**src/rtl/divider_pkg.sv**
```systemverilog
// divider_pkg: shared state type and sizing helper for the iterative divider
package divider_pkg;
  typedef enum logic [1:0] {DIV_IDLE, DIV_RUN, DIV_DONE} div_state_e;
  function automatic int cnt_width(input int n);
    return $clog2(n + 1);
  endfunction
endpackage

```
**src/rtl/divider_step.sv**
```systemverilog
// divider_step: one combinational restoring-division step on unsigned magnitudes
module divider_step #(
  parameter int WIDTH = 32
) (
  input  logic [WIDTH-1:0] dvd_i,
  input  logic [WIDTH-1:0] rem_i,
  input  logic [WIDTH-1:0] quo_i,
  input  logic [WIDTH-1:0] dsr_i,
  output logic [WIDTH-1:0] dvd_o,
  output logic [WIDTH-1:0] rem_o,
  output logic [WIDTH-1:0] quo_o
);
  logic [WIDTH:0] trial;
  logic [WIDTH:0] diff;
  logic           ge;
  // One extra bit: the shifted remainder can reach 2*divisor-1
  assign trial = {rem_i, dvd_i[WIDTH-1]};
  assign diff  = trial - {1'b0, dsr_i};
  assign ge    = trial >= {1'b0, dsr_i};
  assign dvd_o = {dvd_i[WIDTH-2:0], 1'b0};
  assign rem_o = ge ? diff[WIDTH-1:0] : trial[WIDTH-1:0];
  assign quo_o = {quo_i[WIDTH-2:0], ge};
endmodule

```
**src/rtl/divider_iterative.sv**
```systemverilog
// divider_iterative: multi-cycle signed/unsigned divider retiring BITS_PER_CYCLE quotient bits per clock
module divider_iterative
  import divider_pkg::*;
#(
  parameter int WIDTH          = 32,
  parameter int BITS_PER_CYCLE = 4
) (
  input  logic             clk,
  input  logic             rst,
  input  logic             i_flush,
  input  logic             i_in_valid,
  output logic             o_in_ready,
  input  logic [WIDTH-1:0] i_dividend,
  input  logic [WIDTH-1:0] i_divisor,
  input  logic             i_signed,
  output logic             o_out_valid,
  input  logic             i_out_ready,
  output logic [WIDTH-1:0] o_quotient,
  output logic [WIDTH-1:0] o_remainder
);
  localparam int N  = WIDTH / BITS_PER_CYCLE;
  localparam int CW = cnt_width(N);
  localparam logic [WIDTH-1:0] MIN = {1'b1, {(WIDTH-1){1'b0}}};
  if (WIDTH % BITS_PER_CYCLE != 0) begin : g_bad_bpc
    $error("BITS_PER_CYCLE must divide WIDTH");
  end
  div_state_e      state_q, state_d;
  logic [CW-1:0]   cnt_q, cnt_d;
  logic [WIDTH-1:0] dvd_q, dvd_d, rem_q, rem_d, quo_q, quo_d, dsr_q, dsr_d;
  logic [WIDTH-1:0] q_out_q, q_out_d, r_out_q, r_out_d;
  logic            neg_q_q, neg_q_d, neg_r_q, neg_r_d;
  logic [WIDTH-1:0] dvd_c [BITS_PER_CYCLE+1];
  logic [WIDTH-1:0] rem_c [BITS_PER_CYCLE+1];
  logic [WIDTH-1:0] quo_c [BITS_PER_CYCLE+1];
  logic [WIDTH-1:0] dvd_abs, dsr_abs;
  assign dvd_abs = (i_signed && i_dividend[WIDTH-1]) ? -i_dividend : i_dividend;
  assign dsr_abs = (i_signed && i_divisor[WIDTH-1]) ? -i_divisor : i_divisor;
  assign dvd_c[0] = dvd_q;
  assign rem_c[0] = rem_q;
  assign quo_c[0] = quo_q;
  for (genvar g = 0; g < BITS_PER_CYCLE; g++) begin : g_step
    divider_step #(.WIDTH(WIDTH)) u_step (
      .dvd_i(dvd_c[g]), .rem_i(rem_c[g]), .quo_i(quo_c[g]), .dsr_i(dsr_q),
      .dvd_o(dvd_c[g+1]), .rem_o(rem_c[g+1]), .quo_o(quo_c[g+1])
    );
  end
  assign o_in_ready  = state_q == DIV_IDLE;
  assign o_out_valid = state_q == DIV_DONE;
  assign o_quotient  = q_out_q;
  assign o_remainder = r_out_q;
  always_comb begin
    state_d = state_q;
    cnt_d   = cnt_q;
    dvd_d   = dvd_q;
    rem_d   = rem_q;
    quo_d   = quo_q;
    dsr_d   = dsr_q;
    q_out_d = q_out_q;
    r_out_d = r_out_q;
    neg_q_d = neg_q_q;
    neg_r_d = neg_r_q;
    case (state_q)
      DIV_IDLE: if (i_in_valid) begin
        neg_q_d = i_signed && (i_dividend[WIDTH-1] ^ i_divisor[WIDTH-1]);
        neg_r_d = i_signed && i_dividend[WIDTH-1];
        dvd_d   = dvd_abs;
        dsr_d   = dsr_abs;
        rem_d   = '0;
        quo_d   = '0;
        cnt_d   = CW'(N);
        if (i_divisor == '0) begin
          state_d = DIV_DONE;
          q_out_d = '1;
          r_out_d = i_dividend;
        end else if (i_signed && i_dividend == MIN && i_divisor == '1) begin
          state_d = DIV_DONE;
          q_out_d = MIN;
          r_out_d = '0;
        end else begin
          state_d = DIV_RUN;
        end
      end
      DIV_RUN: begin
        dvd_d = dvd_c[BITS_PER_CYCLE];
        rem_d = rem_c[BITS_PER_CYCLE];
        quo_d = quo_c[BITS_PER_CYCLE];
        cnt_d = cnt_q - CW'(1);
        if (cnt_q == CW'(1)) begin
          state_d = DIV_DONE;
          q_out_d = neg_q_q ? -quo_c[BITS_PER_CYCLE] : quo_c[BITS_PER_CYCLE];
          r_out_d = neg_r_q ? -rem_c[BITS_PER_CYCLE] : rem_c[BITS_PER_CYCLE];
        end
      end
      DIV_DONE: state_d = i_out_ready ? DIV_IDLE : DIV_DONE;
      default:  state_d = DIV_IDLE;
    endcase
    // A flushed op must not leak into the visible result registers
    if (i_flush) begin
      state_d = DIV_IDLE;
      q_out_d = q_out_q;
      r_out_d = r_out_q;
    end
  end
  always_ff @(posedge clk or posedge rst) begin
    if (rst) begin
      state_q <= DIV_IDLE;
      cnt_q   <= '0;
      dvd_q   <= '0;
      rem_q   <= '0;
      quo_q   <= '0;
      dsr_q   <= '0;
      q_out_q <= '0;
      r_out_q <= '0;
      neg_q_q <= 1'b0;
      neg_r_q <= 1'b0;
    end else begin
      state_q <= state_d;
      cnt_q   <= cnt_d;
      dvd_q   <= dvd_d;
      rem_q   <= rem_d;
      quo_q   <= quo_d;
      dsr_q   <= dsr_d;
      q_out_q <= q_out_d;
      r_out_q <= r_out_d;
      neg_q_q <= neg_q_d;
      neg_r_q <= neg_r_d;
    end
  end
endmodule
```
**config.mk**
```make
export PLATFORM = sky130hd
export DESIGN_NAME = divider_iterative
export DESIGN_NICKNAME = d
export VERILOG_FILES = /design/src/rtl/divider_pkg.sv /design/src/rtl/divider_step.sv /design/src/rtl/divider_iterative.sv
export SDC_FILE = /design/constraint.sdc
export NUM_CORES = 1
export LEC_CHECK = 0
export BUFFER_PORTS_ARGS = -buffer_cell sky130_fd_sc_hd__buf_2
export CAP_MARGIN = 20
export CORE_ASPECT_RATIO = 0.6
export CORE_MARGIN = 5
export CORE_UTILIZATION = 45
export DETAILED_ROUTE_END_ITERATION = 16
export PLACE_DENSITY = 0.65
export SYNTH_ARGS = -nofsm -noshare
export SYNTH_HDL_FRONTEND = slang
export SYNTH_SLANG_ARGS = --single-unit
```
**constraint.sdc**
```tcl
create_clock -name clk -period 23.7 [get_ports clk]
set_input_delay 4.74 -clock clk [delete_from_list [all_inputs] [get_ports clk]]
set_output_delay 4.74 -clock clk [all_outputs]
set_load 0.005 [all_outputs]
```
==> impl_metrics.env <==
export IMPL_outcome="complete, no violations"
export IMPL_vias=20700
export IMPL_ys_seq_area_share_pct=25.1
export IMPL_design_die_area_um2=47900
export IMPL_globalplace_congestion=0.986
export IMPL_synth_compound_area_share_pct=28.4
export IMPL_synth_top_family_by_area="compound AO/OA/AOI/OAI gates"
export IMPL_skew_ns=0.0158
export IMPL_fin_crit_sh_pct=69.4
export IMPL_slew_viol_final=0
export IMPL_ant_nets=0
export IMPL_first_iter_violations=2708
export IMPL_post_cts_repair_setup_buffers=0
export IMPL_drc=0
export IMPL_syn_to_final_growth_pct=9.14
export IMPL_crit_type="register to register"
export IMPL_crit_path_start_kind="register"
export IMPL_tightest_slew_ns=1.17
export IMPL_cp_slowest_stage_delay_ns=1.00
export IMPL_track_usage_pct=31.7
export IMPL_setup_viol=0
export IMPL_timing_slew_headroom_pct=22.1
export IMPL_dr_wl_met3_um=9610
export IMPL_yosys_warnings=0
export IMPL_synth_area_per_cell_um2=7.73
export IMPL_worstSetupPathDepth=43
export IMPL_path_buf_inv=5
export IMPL_dpl_hpwl_um=62500
export IMPL_synth_xor_area_share_pct=9.31
export IMPL_cp_max_fo=53
export IMPL_ys_seq_elements=196
export IMPL_h_tree_depth=4
export IMPL_max_clock_path_buffers=2
export IMPL_ys_types=92
export IMPL_cts_resized=0
export IMPL_clock_sinks=196
export IMPL_fin_util_pct=49.5
export IMPL_required_ns=24.07
export IMPL_wl_met1_um=36900
export IMPL_hold_depth=1
export IMPL_muxShareOfSynthArea_pct=3.65
export IMPL_wl_per_cell_um=24.9
export IMPL_grt_pass1_vias=18600
export IMPL_die_y_um=171
export IMPL_cts_tree="built"
export IMPL_fp_dieW_um=279
export IMPL_numCtsBuffers=17
export IMPL_portBuffers=135
export IMPL_start_util_pct=45.4
export IMPL_design_core_area_um2=43100
export IMPL_firstDrtPassIters=6
export IMPL_synth_fa_ha_area_share_pct=9.04
export IMPL_route_met2_wl_um=30900
export IMPL_insertion_delay_ns=0.46
export IMPL_clockRootBuffer="clkbuf_16"
export IMPL_end_kind="register"
export IMPL_final_cell_mix="325 x nand2_1, 242 x o21ai_0, 201 x nor2_1"
export IMPL_via_per_inst=6.50
export IMPL_drive_gt1_share_pct=10.0
export IMPL_ctsHoldBuffers=0
export IMPL_rsz0062_at_grt="no"
export IMPL_worst_r2r_cell_count=43
export IMPL_nets=2795
export IMPL_async_flop_share_pct=100
export IMPL_row_count=59
export IMPL_top_layer="met5"
export IMPL_hold_viol=0
export IMPL_cap_viol_max_count=0
export IMPL_io_pins=136
export IMPL_fin_tns_setup_ns=0
export IMPL_synth_cell_area_um2=19600
export IMPL_synthCells=2531
export IMPL_fin_cells=3178
export IMPL_grt_max_degree=119
export IMPL_wl_um=79100
export IMPL_crit_slowest_cell="nor4_1"
export IMPL_max_freq_ghz=0.0608
export IMPL_cp_arrival_ns=16.81
export IMPL_dp_cells=3145
export IMPL_crit_family="simple AND/OR/NAND/NOR gates"
export IMPL_hold_path_class="register to register"
export IMPL_timing_final_crit_period_ns=16.44
export IMPL_synth_edf_count=0
export IMPL_final_common_cell="nand2_1"
export IMPL_cts_clk_slew_worst_paths_ns=0.08
export IMPL_syn_num_nets=2740
export IMPL_grt_pass1_wl_um=117000
export IMPL_synth_simple_area_share_pct=20.0
export IMPL_synth_ff_type="dfrtp_1"
export IMPL_grt_overflow=0
export IMPL_antenna_found_initial=3
state kept, by name, summed over array words and instances (netlist names):
signal and count:
dsr_q 32, state_q 2, cnt_q 4, neg_r_q 1, neg_q_q 1, quo_q 28
o_quotient 32, o_remainder 32, dvd_q 32, rem_q 32
logic make-up (layout without fill, tap and decap cells):
kind of cell | after synthesis | count (layout)
fa+ha+maj | 139 | 139
other cells | 0 | 1
buf+inv | 224 | 291
mux | 69 | 69
flops | 196 | 196
simple gates | 844 | 844
compound gates | 851 | 851
xor+xnor | 208 | 208
final timing paths:
kind	from	to	slack (ns)
min	o_quotient[10]	o_quotient[10]	0.48
min reg2reg	o_quotient[10]	o_quotient[10]	0.48
max in group asynchronous	rst	o_remainder[27]	17.89
min in group asynchronous	rst	o_remainder[11]	4.42
max	dsr_q[4]	o_remainder[20]	7.26
max reg2reg	dsr_q[4]	o_remainder[20]	7.26
metal layers:
layer / vias up / global-route usage, %
li1: 9385 / -
met1: 10100 / 48.2
met2: 1102 / 43.2
met3: 106 / 10.3
met4: 2 / 7.09
met5: - / 0.0986
per-stage QoR:
step | setup WS, ns | cell area, um2 | hold WS (ns)
final | 7.26 | 21300 | 0.475
after global routing | 6.46 | 21300 | 0.509
after CTS | 7.87 | 21300 | 0.479
after detailed placement | 7.95 | 20700 | 0.461
after global placement | 8.38 | 20700 | 0.458
after floorplan | 10.02 | 19600 | 0.450
area by class of cell:
class | instances | area [um2]
fillers | 4243 | 21800
repair buffers | 158 | 868
flip-flops and latches | 196 | 4900
clock buffers | 18 | 439
well taps | 579 | 724
multi-input cells | 2111 | 13800
inverters | 102 | 390
diodes | 1 | 2.50
clock inverters | 13 | 190
Yosys cell counts, drive strengths merged (26+ instances only):
master | n | area (um2)
a21o | 50 | 375
xnor2 | 137 | 1200
a22oi | 26 | 195
nand3 | 53 | 265
inv | 101 | 379
a31oi | 32 | 200
mux2i | 50 | 500
o21ai | 257 | 1300
clkbuf | 88 | 330
ha | 135 | 1690
nand4 | 35 | 231
a211oi | 45 | 383
nor3 | 51 | 265
xor2 | 71 | 622
a21oi | 184 | 925
buf | 34 | 173
dfrtp | 196 | 4900
a22o | 31 | 272
nor2 | 203 | 762
o31ai | 26 | 195
nand2 | 327 | 1230
Power is not shown: default switching activity piles up to over one toggle a cycle in this logic, so the estimate is an artifact.
